$ cat src/rtl/pp_param_loader_pkg.sv
// Shared definitions for the postprocessor parameter loader: controller state
// encodings, default data widths and the bias packing factor of a stream word.
package pp_param_loader_pkg;

  // Default widths; the loader exposes these as overridable parameters.
  localparam int PP_W_CHANNEL  = 10;
  localparam int PP_BIAS_DW    = 16;
  localparam int PP_SCALES_DW  = 32;
  localparam int PP_AXI_DW     = 32;

  // Layer index width carried from the top-level sequencer.
  localparam int LAYER_W       = 5;

  // Each stream word carries this many biases, low half first.
  localparam int BIAS_PER_WORD = 2;

  // Loader controller states.
  typedef enum logic [2:0] {
    ST_IDLE      = 3'd0,
    ST_WAIT_IDLE = 3'd1,
    ST_SCALE     = 3'd2,
    ST_BIAS      = 3'd3,
    ST_DONE      = 3'd4
  } state_e;

endpackage

$ cat src/rtl/pp_param_loader.sv
// Per-layer parameter loader for the postprocessor. After a start pulse it
// waits for the postprocessor to drain, pulls one scale word and the packed
// biases from the read stream, writes the biases one per cycle into the bias
// buffer and then flags the layer configuration as ready.
module pp_param_loader
  import pp_param_loader_pkg::*;
#(
  parameter int W_CHANNEL = PP_W_CHANNEL,
  parameter int BIAS_DW   = PP_BIAS_DW,
  parameter int SCALES_DW = PP_SCALES_DW,
  parameter int AXI_DW    = PP_AXI_DW
) (
  input  logic                 clk,
  input  logic                 rstn,
  input  logic                 i_start,
  input  logic [LAYER_W-1:0]   i_q_layer,
  input  logic [W_CHANNEL-1:0] i_last_chn,
  input  logic                 i_pp_idle,
  input  logic [AXI_DW-1:0]    s_data,
  input  logic                 s_vld,
  output logic                 s_rdy,
  output logic                 o_bias_we,
  output logic [W_CHANNEL-1:0] o_bias_addr,
  output logic [BIAS_DW-1:0]   o_bias_wdata,
  output logic [SCALES_DW-1:0] o_scale,
  output logic [LAYER_W-1:0]   o_cfg_layer,
  output logic                 o_cfg_rdy,
  output logic                 o_busy,
  output logic                 o_done
);

  // Controller state and per-load context.
  state_e               state_q, state_d;
  logic [LAYER_W-1:0]   layer_q, layer_d;
  logic [W_CHANNEL-1:0] last_q, last_d;
  // Address of the next bias write.
  logic [W_CHANNEL-1:0] chn_q, chn_d;
  // High half of the word in the hold register still has to be written.
  logic                 hi_pend_q, hi_pend_d;
  // Final bias word of the layer has been accepted.
  logic                 all_acc_q, all_acc_d;
  logic [BIAS_DW-1:0]   hold_q, hold_d;

  // Registered outputs.
  logic                 bias_we_q, bias_we_d;
  logic [W_CHANNEL-1:0] bias_addr_q, bias_addr_d;
  logic [BIAS_DW-1:0]   bias_wdata_q, bias_wdata_d;
  logic [SCALES_DW-1:0] scale_q, scale_d;
  logic [LAYER_W-1:0]   cfg_layer_q, cfg_layer_d;
  logic                 cfg_rdy_q, cfg_rdy_d;
  logic                 busy_q, busy_d;
  logic                 done_q, done_d;

  logic                 last_wr;
  logic                 final_word;

  // The write currently on the bias port is the one for the last channel.
  assign last_wr = bias_we_q && (bias_addr_q == last_q);

  // A word whose low half lands on chn_q is the final one when its high half
  // reaches or passes the last channel.
  assign final_word = ({1'b0, chn_q} + (W_CHANNEL + 1)'(BIAS_PER_WORD - 1))
                      >= {1'b0, last_q};

  // Next-state, stream ready and bias write scheduling.
  always_comb begin
    // NOTE: every signal written here gets a default first so no path leaves
    // it unassigned, which would otherwise infer a latch.
    state_d      = state_q;
    layer_d      = layer_q;
    last_d       = last_q;
    chn_d        = chn_q;
    hi_pend_d    = hi_pend_q;
    all_acc_d    = all_acc_q;
    hold_d       = hold_q;
    bias_we_d    = 1'b0;
    bias_addr_d  = bias_addr_q;
    bias_wdata_d = bias_wdata_q;
    scale_d      = scale_q;
    cfg_layer_d  = cfg_layer_q;
    cfg_rdy_d    = cfg_rdy_q;
    s_rdy        = 1'b0;

    unique case (state_q)
      ST_IDLE: begin
        if (i_start) begin
          layer_d   = i_q_layer;
          last_d    = i_last_chn;
          cfg_rdy_d = 1'b0;
          chn_d     = '0;
          hi_pend_d = 1'b0;
          all_acc_d = 1'b0;
          state_d   = ST_WAIT_IDLE;
        end
      end

      ST_WAIT_IDLE: begin
        if (i_pp_idle) begin
          state_d = ST_SCALE;
        end
      end

      ST_SCALE: begin
        s_rdy = 1'b1;
        if (s_vld) begin
          scale_d = s_data[SCALES_DW-1:0];
          state_d = ST_BIAS;
        end
      end

      ST_BIAS: begin
        // Ready whenever the hold register is free: either empty or its high
        // half is on the bias port this cycle.
        s_rdy = !hi_pend_q && !all_acc_q;
        if (last_wr) begin
          // For an odd channel count this drops the unused high half.
          hi_pend_d = 1'b0;
          state_d   = ST_DONE;
        end else if (hi_pend_q) begin
          bias_we_d    = 1'b1;
          bias_addr_d  = chn_q;
          bias_wdata_d = hold_q;
          chn_d        = chn_q + 1'b1;
          hi_pend_d    = 1'b0;
        end else if (s_vld && s_rdy) begin
          bias_we_d    = 1'b1;
          bias_addr_d  = chn_q;
          bias_wdata_d = s_data[BIAS_DW-1:0];
          hold_d       = s_data[AXI_DW-1:BIAS_DW];
          chn_d        = chn_q + 1'b1;
          hi_pend_d    = 1'b1;
          if (final_word) begin
            all_acc_d = 1'b1;
          end
        end
      end

      ST_DONE: begin
        cfg_rdy_d   = 1'b1;
        cfg_layer_d = layer_q;
        state_d     = ST_IDLE;
      end

      default: begin
        state_d = ST_IDLE;
      end
    endcase

    busy_d = (state_d != ST_IDLE);
    done_d = (state_d == ST_DONE);
  end

  // State, context and output registers.
  always_ff @(posedge clk or negedge rstn) begin
    // NOTE: registers take non-blocking assignments so every flop samples the
    // pre-edge values regardless of statement order.
    if (!rstn) begin
      state_q      <= ST_IDLE;
      layer_q      <= '0;
      last_q       <= '0;
      chn_q        <= '0;
      hi_pend_q    <= 1'b0;
      all_acc_q    <= 1'b0;
      hold_q       <= '0;
      bias_we_q    <= 1'b0;
      bias_addr_q  <= '0;
      bias_wdata_q <= '0;
      scale_q      <= '0;
      cfg_layer_q  <= '0;
      cfg_rdy_q    <= 1'b0;
      busy_q       <= 1'b0;
      done_q       <= 1'b0;
    end else begin
      state_q      <= state_d;
      layer_q      <= layer_d;
      last_q       <= last_d;
      chn_q        <= chn_d;
      hi_pend_q    <= hi_pend_d;
      all_acc_q    <= all_acc_d;
      hold_q       <= hold_d;
      bias_we_q    <= bias_we_d;
      bias_addr_q  <= bias_addr_d;
      bias_wdata_q <= bias_wdata_d;
      scale_q      <= scale_d;
      cfg_layer_q  <= cfg_layer_d;
      cfg_rdy_q    <= cfg_rdy_d;
      busy_q       <= busy_d;
      done_q       <= done_d;
    end
  end

  assign o_bias_we    = bias_we_q;
  assign o_bias_addr  = bias_addr_q;
  assign o_bias_wdata = bias_wdata_q;
  assign o_scale      = scale_q;
  assign o_cfg_layer  = cfg_layer_q;
  assign o_cfg_rdy    = cfg_rdy_q;
  assign o_busy       = busy_q;
  assign o_done       = done_q;

endmodule

$ cat config.mk
export PLATFORM = sky130hd
export DESIGN_NAME = pp_param_loader
export DESIGN_NICKNAME = d
export VERILOG_FILES = /design/src/rtl/pp_param_loader_pkg.sv /design/src/rtl/pp_param_loader.sv
export SDC_FILE = /design/constraint.sdc
export NUM_CORES = 1
export LEC_CHECK = 0
export CAP_MARGIN = 20
export CORE_ASPECT_RATIO = 1.25
export CORE_UTILIZATION = 58
export CTS_CLUSTER_DIAMETER = 30
export CTS_CLUSTER_SIZE = 12
export DETAILED_ROUTE_END_ITERATION = 16
export DONT_BUFFER_PORTS = 1
export PLACE_DENSITY = 0.75
export SLEW_MARGIN = 20
export SYNTH_ARGS = -nofsm -noshare
export SYNTH_HDL_FRONTEND = slang
export SYNTH_SLANG_ARGS = --single-unit
$ cat constraint.sdc
create_clock -name clk -period 2.8 [get_ports clk]
set_clock_uncertainty 0.2 [all_clocks]
set_input_delay 0.14 -clock clk [delete_from_list [all_inputs] [get_ports clk]]
set_output_delay 0.14 -clock clk [all_outputs]
set_load 0.01 [all_outputs]
==> impl_summary.md, run 1 <==
Clock tree
The sink count of the clock tree is 113. The TritonCTS clock tree is done. The cell at the root of the clock tree is sky130_fd_sc_hd__clkbuf_8. The count of H-tree levels built during CTS is 4. In this run the deepest clock path goes through 2 buffers.

The number of buffers inserted by hold repair at cts is 63. Clock-pin slew was measured on the worst setup and hold paths at 60 ps. The CTS buffer count is 17. Buffers added to address setup during post-CTS repair amount to 0. The clock reaches the later pin of the worst-skew pair after 520 ps.

Layout
The share of post-route cells with drive strength above 1 is 21.2%. The number of nets in the layout is 563. From synthesis to final layout, the design area changed by 26.7%. For this run, the number of standard cells in the final layout without fillers is 610. The post-route core utilization is 76.6%.

The finished cells cover 6380 µm². The filler cells instantiated in the layout total 538. The repair_antennas step left the layout with diodes totalling 0.

Synth
The post-synthesis instance area is 5030 µm². Yosys attributes the largest share of cell area to sky130_fd_sc_hd__dfrtp_1 (56%), sky130_fd_sc_hd__mux2_2 (10%), sky130_fd_sc_hd__nand2_1 (5.7%), sky130_fd_sc_hd__o21ai_0 (3.6%), sky130_fd_sc_hd__mux2i_1 (3.2%). Yosys printed 0 warnings. The share of Yosys cell area claimed by the top area cell type is 56.2%. The post-synthesis net count is 492. The number of synthesized register bits is between 100 and 150. The commonest cells after synthesis are sky130_fd_sc_hd__dfrtp_1 (113), sky130_fd_sc_hd__nand2_1 (77), sky130_fd_sc_hd__mux2_2 (46), sky130_fd_sc_hd__o21ai_0 (36), sky130_fd_sc_hd__mux2i_1 (16).

The most repeated cell in the gate-level netlist after synthesis is sky130_fd_sc_hd__dfrtp_1. The average cell area after synthesis is 11.7 µm². In the synthesized netlist the async set-or-reset flop fraction comes to 100%. Counting flops with a built-in enable in the synthesized netlist gives 0. The instance count of the mapped netlist is 429. The sequential area share after synthesis is 56.2%. The number of distinct standard cells referenced by the synthesized netlist is 46.

The cell type contributing the most total cell area after synthesis is sky130_fd_sc_hd__dfrtp_1. In the synthesized netlist the dominant register cell turns out to be sky130_fd_sc_hd__dfrtp_1.

STA
The final count of pins violating max slew is 0. Setup violations remaining at the end of the flow were counted as 0. The post-route fraction of the period consumed by the critical path is 94.8%. Hold timing on the final database bottoms out at a slack of -888 ps. The hold violation total from the final report is about 110. Setup repair after global routing left no endpoint under its margin.

In the final timing run, aggregate negative setup slack is 0 ps. Based on the critical path, the design can be clocked at up to approximately 0.38 GHz. At the pin with the least slew margin, the transition time is 490 ps. Headroom to the max-slew limit came out at 67.3%. The final critical path time including I/O delays and setup is 2650 ps.

Setup path
The required arrival time at the worst endpoint is 3050 ps. The cell family contributing the most delay on the critical path is buffers and inverters. The highest-delay cell along the critical path is sky130_fd_sc_hd__dlygate4sd3_1.

Along the worst path, the maximum fanout reaches 24. The number of buffer and inverter instances along the worst setup path is 3. The cell that appears most often on the critical path is sky130_fd_sc_hd__dlygate4sd3_1. STA classifies the critical path startpoint as a register.

The capturing element type of the critical path is a register. The category of the most critical setup path is register to register. At the worst endpoint, the arrival time is 2910 ps. Walking the worst path, the cells encountered are nor4_4 > buf_6 > nand2_1 > dlygate4sd3_1 > o21ai_0 > dlygate4sd3_1. The delay of the slowest cell on the worst path is between 500 and 600 ps.

Placed design
The instance area after placement is 5170 µm². The count of port buffers added during placement is 0. The estimated wirelength of the detail-placed design is 7.07 mm.

Routability-driven placement finished with a final weighted congestion of 0.919. The number of cells in the design after placement is 515.

Route
The final routed wirelength across all metal layers is roughly 12 mm. After detailed routing, the average wire length per cell comes to 19.1 µm. The count of vias placed by the detailed router is about 3500.

The remaining number of nets flagged by the antenna check after routing is 0. The detailed router finished its first iteration with between 200 and 250 violations. The first-pass detailed-route iteration total is 4. Using the TritonRoute via totals, the vias-per-cell ratio works out to 5.69. For this run, design rule violations remaining after detail routing come to 0.

Global route
The pin count of the biggest net entering global routing is 114. The initial antenna violation count was 0. The sum of overflow across all layers after global routing is 0. The via count of the first global-routing pass is around 3800. The first-pass GRT wire length is 18.8 mm. In the global route stage, overall resource usage came out at 27.9%.

Status
The final reports fail on negative hold slack. The run finished, with violations left.

Floorplan
The initial core utilization is 60.4%. In this run the vertical extent of the chip is 106 µm. The core footprint is 8330 µm².

The number of primary I/O pins is 120. The floorplan has 37 rows. The width of the die is approximately 85 µm. The area enclosed by the die boundary is 9060 µm².

Hold path
The classification of the worst-slack hold path is input port to asynchronous set/reset pin.

Run
The reported max-cap violation count is 0.

Power
The leakage power of the design is 2.94 nW. Across the VDD grid, the largest voltage drop is 0.529 mV. Dividing total power by cell area gives a power density of 803 nW/µm².
## metrics by stage
| stage | setup slack, ps | power (W) |
|---|---|---|
| 2_1_floorplan | 403 | 0.00279 |
| 3_3_place_gp | 386 | 0.00293 |
| 3_5_place_dp | 319 | 0.00297 |
| 4_1_cts | 115 | 0.00513 |
| 5_1_grt | 25.0 | 0.00534 |
| 6_report | 145 | 0.00512 |
## worst register-to-register path, delay by kind of cell (launching register included)
family                 cells  cell delay (ps)
AO/OA/AOI/OAI              1              110
buffers and inverters      3             1390
flip-flops                 1              490
AND/OR/NAND/NOR            2              410
## where the power goes
group	internal, W	switching, W	total [W]
registers	0.00194	0.000378	0.00232
clock network	0.00131	0.000766	0.00208
logic	0.000400	0.000326	0.000725
## path summary, 6_finish.rpt
path                                             start                     endpoint  slack [ps]  cells after the start
min in group clk                                 s_vld         chn_q[5]$_DFFE_PN0P_          30                      5
worst min-delay path                              rstn   o_bias_addr[4]$_DFFE_PN0P_        -890                      0
worst max register to register    state_q[2]$_DFF_PN0_        last_q[6]$_DFFE_PN0P_         150                      6
max in group asynchronous                         rstn  o_bias_wdata[1]$_DFFE_PN0P_        3160                      0
worst min register to register  layer_q[4]$_DFFE_PN0P_       layer_q[4]$_DFFE_PN0P_         270                      2
worst max-delay path              state_q[2]$_DFF_PN0_        last_q[6]$_DFFE_PN0P_         150                      6
## final cells by class
| type | instances | area [µm²] | share of cell area, % |
|---|---|---|---|
| inverters | 14 | 52.6 | 0.824 |
| multi-input cells | 279 | 2060 | 32.3 |
| clock inverters | 12 | 133 | 2.08 |
| flip-flops and latches | 113 | 2830 | 44.3 |
| repair buffers | 75 | 737 | 11.6 |
| well taps | 97 | 121 | 1.90 |
| clock buffers | 20 | 445 | 6.98 |
## cell families after synthesis
group	share of synthesized area (%)
buffers and inverters	3.23
adder cells (fa/ha/maj)	2.73
multiplexers	16.3
AND/OR/NAND/NOR	11.2
flip-flops	56.2
XOR/XNOR	3.13
AO/OA/AOI/OAI	7.23
## layer usage
| layer | track usage [%] | routed length (µm) | up-vias |
|---|---|---|---|
| li1 | - | - | 1625 |
| met2 | 50.2 | 6350 | 109 |
| met1 | 29.6 | 4510 | 1725 |
| met3 | 9.63 | 651 | 12 |
| met4 | 11.1 | 127 | 0 |
| met5 | 0 | 0 | - |
## registers in the layout, summed over array words and instances, names as in the netlist, 3 cells and up
register,flops
chn_q,10
hold_q,16
last_q,10
layer_q,5
o_bias_addr,10
o_bias_wdata,16
o_cfg_layer,5
o_scale,32
state_q,3
## repair_timing
action                                  CTS  global route
gates resized for setup                   0             2
endpoints found under the setup margin    0             4
hold endpoints to repair                197           113
## placed cells by master (no fill, tap or decap), drive strengths merged, types with 3 or more instances in the layout
master / synthesis / routed
a21o: 4 / 4
a21oi: 4 / 4
buf: 13 / 12
clkbuf: 10 / 20
clkinvlp: 0 / 6
dfrtp: 113 / 113
dlygate4sd3: 0 / 63
ha: 11 / 11
inv: 14 / 16
mux2: 54 / 54
mux2i: 16 / 16
nand2: 77 / 77
nand3: 11 / 11
nor2: 8 / 8
nor3: 4 / 4
nor4: 3 / 3
o21ai: 36 / 36
o31ai: 3 / 3
xnor2: 15 / 15
xor2: 3 / 3
Power figures use the tool's default switching activity.
==> run 2: changes to the inputs <==
--- a/config.mk
+++ b/config.mk
@@ -8,6 +8,7 @@
 export CAP_MARGIN = 20
 export CORE_ASPECT_RATIO = 1.25
 export CORE_UTILIZATION = 58
+export CTS_BUF_LIST = sky130_fd_sc_hd__clkbuf_8
 export CTS_CLUSTER_DIAMETER = 30
 export CTS_CLUSTER_SIZE = 12
 export DETAILED_ROUTE_END_ITERATION = 16
==> impl_summary.md, run 2 (synthesized netlist as in run 1, its figures left out) <==
Clock tree
The sink count of the clock tree came to 113 (unchanged). The total of cells resized after clock tree synthesis is 0 (unchanged). The cell sitting at the root of the clock tree is a sky130_fd_sc_hd__clkbuf_8.

The maximum count of clock buffers along a single path is 2 (unchanged). The CTS buffer count was 17 (unchanged). The clock latency on the worst-skew pair came to 430 ps (-90 ps). The clock transition at the register clock pins on the worst setup and hold paths after CTS is 70 ps (about the same). TritonCTS built the clock tree. The setup fix buffers added after clock tree synthesis came to 0 (unchanged). The count of H-tree levels built during CTS is 4 (unchanged). The number of buffers inserted by hold repair at cts was 50 (-21%).

Setup path
The arrival time at the worst endpoint is 2620 ps (-290 ps). The register-to-register setup slack is 280 ps (+140 ps). The delay of the slowest cell on the worst path is 430 ps (-160 ps). The capturing element type of the critical path is a register. By instance count, the cell type seen most on the critical path is sky130_fd_sc_hd__ha_1. The critical path goes through ha_1 > nand3_1 > nor2_1 > xor2_1 > ha_1 > a21oi_1 > o21ai_0 > a21o_1 > o211ai_1 > a32oi_1. The category of the most critical setup path is register to register.

The cell count of the worst reg-to-reg path is 10 (+4). On the critical path, the stage with the largest delay is an instance of sky130_fd_sc_hd__dfrtp_1. The startpoint kind of the worst setup timing path is a register. In this run the critical register-to-register path is captured at all_acc_q$_DFFE_PN0P_. The maximum net fanout on the critical path is 6 (-75%). The launch point of the worst reg-to-reg path is chn_q[0]$_DFFE_PN0P_. The required arrival time at the worst endpoint is 2900 ps (-150 ps).

Run
The reported max-cap violation count was 0 (unchanged).

Floorplan
The area enclosed by the die boundary is 9060 µm² (unchanged). The vertical extent of the die came to 106 µm (unchanged). The initial core utilization is 60.4% (unchanged). The width of the die is 85.3 µm (unchanged). The number of primary I/O pins is 120 (unchanged). The total number of placement rows is 37 (unchanged).

The core footprint is 8330 µm² (unchanged).

STA
The hold violation total from the final report came to 113 (unchanged). The post-route fraction of the period consumed by the critical path is 90.0% (-4.8 points). The slew at the pin closest to its max-slew limit was 487 ps (-2.88 ps). The maximum clock rate is 0.397 GHz (+5.4%). The setup total negative slack is 0 ps (unchanged). The final count of pins violating max slew is 0 (unchanged). The final setup violation count came to 0 (unchanged). Setup repair after global routing left no endpoint under its margin. The final-layout worst hold slack is -799 ps (+89.4 ps). The final critical path time including I/O delays and setup is 2520 ps (-135 ps). The worst slew margin relative to its limit is 67.5% (+0.19 points).

Global route
The global-route usage over all layers is 26.5% (-1.4 points). The pin count of the biggest net entering global routing came to 114 (unchanged). The via count of the first global-routing pass came to 3708 (-2.3%). The sum of overflow across all layers after global routing is 0 (unchanged).

The first-pass GRT wire length is 17.9 mm (-4.7%). The initial antenna violation count came to 0 (unchanged).

Route
The final routed wirelength across all metal layers is 11.0 mm (-5.4%). The remaining number of nets flagged by the antenna check after routing came to 0 (unchanged). The first-pass detailed-route iteration total is 4 (unchanged).

The number of remaining DRC errors was 0 (unchanged). The final routed wire length divided by cell count came to 18.4 µm (-3.4%). The count of vias placed by the detailed router is 3394 (-2.2%). The detailed-route vias per instance was 5.69 (about the same). The violation count after the first detailed-route iteration is 154 (-27%).

Layout
The number of non-filler instances in the completed layout came to 597 (-2.1%). The most common cell after layout, fill and taps aside is sky130_fd_sc_hd__dfrtp_1. The share of post-route cells with drive strength above 1 was 21.6% (+0.35 points).

In the layout the commonest cells are sky130_fd_sc_hd__dfrtp_1 (113), sky130_fd_sc_hd__nand2_1 (77), sky130_fd_sc_hd__dlygate4sd3_1 (50). The number of flip-flops in the largest register is 32 (unchanged). The number of antenna diodes is 0 (unchanged). The number of nets in the layout is 550 (-2.3%).

From synthesis to final layout, the design area changed by 20.5%. The post-route core utilization was 72.8% (-3.8 points).

Status
The checks that failed: negative hold slack. The run finished, with violations left.

Power
The leakage power of the design is 2.83 nW (-3.6%). The areal power density over the cells was 749 nW/µm² (-6.8%). The maximum VDD drop is 0.623 mV (+18%).

Placed design
The estimated wirelength of the detail-placed design is 7.07 mm (unchanged). The routability congestion estimate was 0.919 (unchanged). The count of port buffers added during placement is 0 (unchanged). The number of cells in the design after placement came to 515 (unchanged).

Hold path
The classification of the worst-slack hold path is input port to asynchronous set/reset pin.
## run 2: area by class of cell
type / instances / area [µm²]
clock buffers: 19 / 262
multi-input cells: 279 / 2060
repair buffers: 62 / 603
well taps: 97 / 121
clock inverters: 13 / 136
inverters: 14 / 52.6
flip-flops and latches: 113 / 2830
fillers: 589 / 2270
## run 2: critical path: cells and delay by family, from the launching register on
kind,cells,cell delay (ps)
simple gates,2,390
compound gates,5,680
flops,1,430
fa+ha+maj,2,510
xor+xnor,1,170
## run 2: power by group
part           internal, W  switching, W  total (W)  leakage, nW
Combinational     0.000395      0.000314   0.000709         1.23
Sequential         0.00194      0.000369    0.00231         1.41
Clock             0.000835      0.000688    0.00152        0.188
Total              0.00317       0.00137    0.00454         2.83
## run 2: routing by layer
metal / global-route usage (%) / up-vias / wire length (µm)
met1: 28.4 / 1673 / 4270
li1: - / 1596 / -
met3: 8.93 / 22 / 633
met5: 0 / - / 0
met4: 10.7 / 0 / 216
met2: 47.6 / 103 / 5890
## run 2: worst max-delay path by stage
| stage | start | endpoint | slack [ps] |
|---|---|---|---|
| after floorplan | chn_q[0]$_DFFE_PN0P_ | all_acc_q$_DFFE_PN0P_ | 400 |
| after detailed placement | chn_q[0]$_DFFE_PN0P_ | all_acc_q$_DFFE_PN0P_ | 320 |
| after global routing | chn_q[0]$_DFFE_PN0P_ | all_acc_q$_DFFE_PN0P_ | 80 |
| after global placement | chn_q[0]$_DFFE_PN0P_ | all_acc_q$_DFFE_PN0P_ | 390 |
| after CTS | chn_q[0]$_DFFE_PN0P_ | all_acc_q$_DFFE_PN0P_ | 300 |
| final | chn_q[0]$_DFFE_PN0P_ | all_acc_q$_DFFE_PN0P_ | 280 |
## run 2: metrics by stage
stage	area, µm²	setup WS [ps]	power [W]
after floorplan	5030	403	0.00279
after global placement	5170	386	0.00293
after detailed placement	5170	319	0.00297
after CTS	6060	295	0.00456
after global routing	6060	83.2	0.00475
final	6060	280	0.00454
==> run 3: changes to the inputs <==
--- a/config.mk
+++ b/config.mk
@@ -5,7 +5,8 @@
 export SDC_FILE = /design/constraint.sdc
 export NUM_CORES = 1
 export LEC_CHECK = 0
-export CAP_MARGIN = 20
+export ABC_AREA = 1
+export CAP_MARGIN = 10
 export CORE_ASPECT_RATIO = 1.25
 export CORE_UTILIZATION = 58
 export CTS_BUF_LIST = sky130_fd_sc_hd__clkbuf_8
@@ -13,6 +14,7 @@
 export CTS_CLUSTER_SIZE = 12
 export DETAILED_ROUTE_END_ITERATION = 16
 export DONT_BUFFER_PORTS = 1
+export HOLD_SLACK_MARGIN = 0.1
 export PLACE_DENSITY = 0.75
 export SLEW_MARGIN = 20
 export SYNTH_ARGS = -nofsm -noshare
==> impl_summary.md, run 3 <==
Power
The switching fraction of total power is 40.2% (+10 points). The total net switching power is 0.00280 W (+100%). The maximum VDD drop was 0.601 mV (-3.6%). The cell-internal power came to 0.00417 W (+31%). The fraction of power consumed by combinational cells is 34.1% (+19 points). The leakage power of the design is 3.53 nW (+25%). The areal power density over the cells is 1020 nW/µm² (+37%). The power share of the clock group is 24.1% (-9.4 points).

The part of the total power dissipated in sequential elements was 41.8% (-9.0 points).

Status
The flow ran to the end, but the final reports show violations. The final reports fail on negative hold slack.

Synth
The commonest cells after synthesis are sky130_fd_sc_hd__nand2_1 (302), sky130_fd_sc_hd__dfrtp_1 (113), sky130_fd_sc_hd__inv_1 (59), sky130_fd_sc_hd__o21ai_0 (41), sky130_fd_sc_hd__nand4_1 (40). Among all cell types in the netlist, the one instantiated most often is sky130_fd_sc_hd__nand2_1. The post-synthesis instance area came to 5440 µm² (+8.0%). The proportion of synthesized flip-flops having asynchronous set or reset is 100% (unchanged). The post-synthesis net count is 736 (+50%). The share of Yosys cell area claimed by the top area cell type is 52.0% (-4.2 points). The average cell area after synthesis is 8.08 µm² (-31%). The Yosys warning count is 0 (unchanged).

The most common flop cell mapped by yosys is sky130_fd_sc_hd__dfrtp_1. The sequential area share after synthesis was 52.0% (-4.2 points). The number of distinct standard cells referenced by the synthesized netlist is 33 (-28%).

The instance count of the mapped netlist is 673 (+57%). The biggest area contributor in the post-synthesis netlist is sky130_fd_sc_hd__dfrtp_1. The number of synthesized register bits came to 113 (unchanged). The number of enable flip-flop cells after synthesis is 0 (unchanged). By area the synthesized netlist is led by sky130_fd_sc_hd__dfrtp_1 (52%), sky130_fd_sc_hd__nand2_1 (21%), sky130_fd_sc_hd__nand4_1 (4.6%), sky130_fd_sc_hd__inv_1 (4.1%), sky130_fd_sc_hd__o21ai_0 (3.8%).

Clock tree
The count of H-tree levels built during CTS is 4 (unchanged). The clock transition at the register clock pins on the worst setup and hold paths after CTS was 70 ps (about the same). TritonCTS built the clock tree.

The sink count of the clock tree is 113 (unchanged). The cell at the root of the clock tree is sky130_fd_sc_hd__clkbuf_8. The CTS buffer count is 17 (unchanged). The number of buffers inserted by hold repair at cts is 88 (+76%). The maximum count of clock buffers along a single path is 2 (unchanged). The clock latency on the worst-skew pair was 430 ps (about the same).

Route
The number of remaining DRC errors is 0 (unchanged). The count of vias placed by the detailed router is 4746 (+40%). The violation count after the first detailed-route iteration is 285 (+85%). The detailed-route vias per instance is 5.31 (-6.5%). The final routed wire length divided by cell count is 16.4 µm (-11%).

The final routed wirelength across all metal layers is 14.6 mm (+33%). The remaining number of nets flagged by the antenna check after routing is 0 (unchanged). The first-pass detailed-route iteration total is 5 (+1).

Global route
The via count of the first global-routing pass came to 4780 (+29%). The met3 track utilization from global routing is 9.16% (+0.23 points). The global-route met2 utilization came to 54.5% (+6.8 points). The sum of overflow across all layers after global routing is 0 (unchanged). The met1 layer usage reported by global route is 37.3% (+8.9 points). The busiest metal layer after global routing is met2. The first-pass GRT wire length came to 23.3 mm (+30%). The pin count of the biggest net entering global routing came to 114 (unchanged).

The global-route usage over all layers was 32.1% (+5.6 points). The initial antenna violation count is 1 (+1).

Setup path
Traced cell by cell, the critical path runs through nor2_1 > nand2_1 > nor2_4 > buf_12 > nand2_1 > dlygate4sd3_1 > o21ai_0 > dlygate4sd3_1. The delay of the slowest cell on the worst path is 600 ps (+170 ps). The maximum net fanout on the critical path is 26 (+20). The cell count of the worst reg-to-reg path was 8 (-2). In this design, the largest share of critical-path delay is due to buffers and inverters. The highest-delay cell along the critical path is sky130_fd_sc_hd__dlygate4sd3_1. The required arrival time at the worst endpoint came to 2960 ps (+60 ps). The launch point of the worst reg-to-reg path is state_q[0]$_DFF_PN0_. STA classifies the critical path endpoint as a register.

The register-to-register setup slack is 70 ps (-210 ps). The number of buffer and inverter instances along the worst setup path is 3 (+3). The category of the most critical setup path is register to register. The endpoint identified for the worst register-to-register timing path is last_q[0]$_DFFE_PN0P_. The worst setup path is launched from a register. The arrival time at the worst endpoint is 2890 ps (+270 ps).

Placed design
The routability congestion estimate is 0.900 (-2.2%). The number of cells in the design after placement came to 771 (+50%). The count of port buffers added during placement is 0 (unchanged). The estimated wirelength of the detail-placed design is 8.41 mm (+19%). The pre-CTS setup slack is 445 ps (+126 ps).

STA
The final setup violation count is 0 (unchanged). The slew at the pin closest to its max-slew limit is 678 ps (+191 ps). The final count of pins violating max slew came to 0 (unchanged). The worst slew margin relative to its limit is 54.8% (-13 points). The setup total negative slack came to 0 ps (unchanged). The post-route fraction of the period consumed by the critical path came to 97.3% (+7.3 points). The final-layout worst hold slack was -800 ps (-0.985 ps). The maximum clock rate came to 0.367 GHz (-7.5%). The minimum setup slack in the final design came to 74.6 ps (-206 ps). The final critical path time including I/O delays and setup is 2730 ps (+206 ps).

The hold violation total from the final report came to 113 (unchanged).

Floorplan
The total number of placement rows is 39 (+5.4%). The area enclosed by the die boundary is 9770 µm² (+7.8%). The number of primary I/O pins is 120 (unchanged).

The vertical extent of the die is 110 µm (+3.9%). The core footprint came to 9130 µm² (+9.5%). The width of the die came to 88.6 µm (+3.8%). The initial core utilization came to 59.6% (-0.83 points).

Layout
The share of post-route cells with drive strength above 1 is 7.93% (-14 points). The number of non-filler instances in the completed layout is 893 (+50%). The post-route core utilization came to 74.5% (+1.7 points).

The most common cell after layout, fill and taps aside is sky130_fd_sc_hd__nand2_1. The number of flip-flops in the largest register is 32 (unchanged). The top cell types in the final layout, fill and taps aside, are sky130_fd_sc_hd__nand2_1 (302), sky130_fd_sc_hd__dfrtp_1 (113), sky130_fd_sc_hd__dlygate4sd3_1 (88). The layout overhead on the synthesized area is 25.0%. The number of nets in the layout was 820 (+49%).

Run
The reported max-cap violation count is 0 (unchanged).

Hold path
The classification of the worst-slack hold path is input port to asynchronous set/reset pin.
[run 3: cell types whose count changed after synthesis, sizes merged, moves of 11 or more]
cell,before,now
xnor2,15,2
mux2,54,4
nand2,77,304
mux2i,16,0
nor2,8,26
nand4,2,40
o21ai,36,47
inv,14,67
buf,13,24
[run 3: how the worst max path moves through the flow]
| stage | startpoint | endpoint | cells past startpoint |
|---|---|---|---|
| floorplan | chn_q[0]$_DFFE_PN0P_ | all_acc_q$_DFFE_PN0P_ | 16 |
| global placement | o_bias_addr[5]$_DFFE_PN0P_ | o_bias_addr[4]$_DFFE_PN0P_ | 10 |
| detailed placement | chn_q[0]$_DFFE_PN0P_ | all_acc_q$_DFFE_PN0P_ | 16 |
| CTS | state_q[1]$_DFF_PN0_ | last_q[0]$_DFFE_PN0P_ | 8 |
| global route | state_q[0]$_DFF_PN0_ | last_q[0]$_DFFE_PN0P_ | 8 |
| finish | state_q[0]$_DFF_PN0_ | last_q[0]$_DFFE_PN0P_ | 8 |
[run 3: stage by stage]
step / area, µm² / hold slack, ps / power [W]
6_report: 6800 / -800 / 0.00696
5_1_grt: 6800 / -825 / 0.00741
4_1_cts: 6760 / -817 / 0.00683
3_5_place_dp: 5450 / -353 / 0.00486
3_3_place_gp: 5450 / -354 / 0.00475
2_1_floorplan: 5440 / -356 / 0.00439
[run 3: per-layer routing]
| layer | part of all wire (%) | wire (µm) | up-vias |
|---|---|---|---|
| met2 | 52 | 7550 | 191 |
| li1 | - | - | 2290 |
| met5 | 0 | 0 | - |
| met1 | 39 | 5710 | 2224 |
| met4 | 2.7 | 395 | 0 |
| met3 | 6.7 | 983 | 41 |
[run 3: cell type report]
type                    instances  area (µm²)
fillers                       640        2330
well taps                     123         154
diodes                          1        2.50
inverters                      68         255
clock buffers                  19         262
clock inverters                12         166
multi-input cells             462        2180
repair buffers                 95         946
flip-flops and latches        113        2830
[run 3: what timing repair did]
item | in CTS | in global routing
endpoints found under the setup margin | 0 | 15
hold endpoints to repair | 208 | 113
buffers inserted | 0 | 2
resized for setup | 0 | 5
[run 3: cells by family (layout without fill, tap and decap cells)]
family / after synthesis / after routing / share of synthesized area (%)
compound gates: 56 / 56 / 5.57
flops: 113 / 113 / 52.0
simple gates: 383 / 383 / 29.8
mux: 4 / 4 / 0.828
other cells: 0 / 1 / 0
fa+ha+maj: 11 / 11 / 2.53
xor+xnor: 8 / 8 / 1.29
buf+inv: 98 / 194 / 7.96
[run 3: power by group through the flow]
stage	clock [W]	sequential (W)	combinational, W
after detailed placement	0	0.00291	0.00195
final	0.00168	0.00291	0.00238
after floorplan	0	0.00275	0.00164
after global routing	0.00177	0.00298	0.00266
after CTS	0.00169	0.00289	0.00225
after global placement	0	0.00290	0.00185
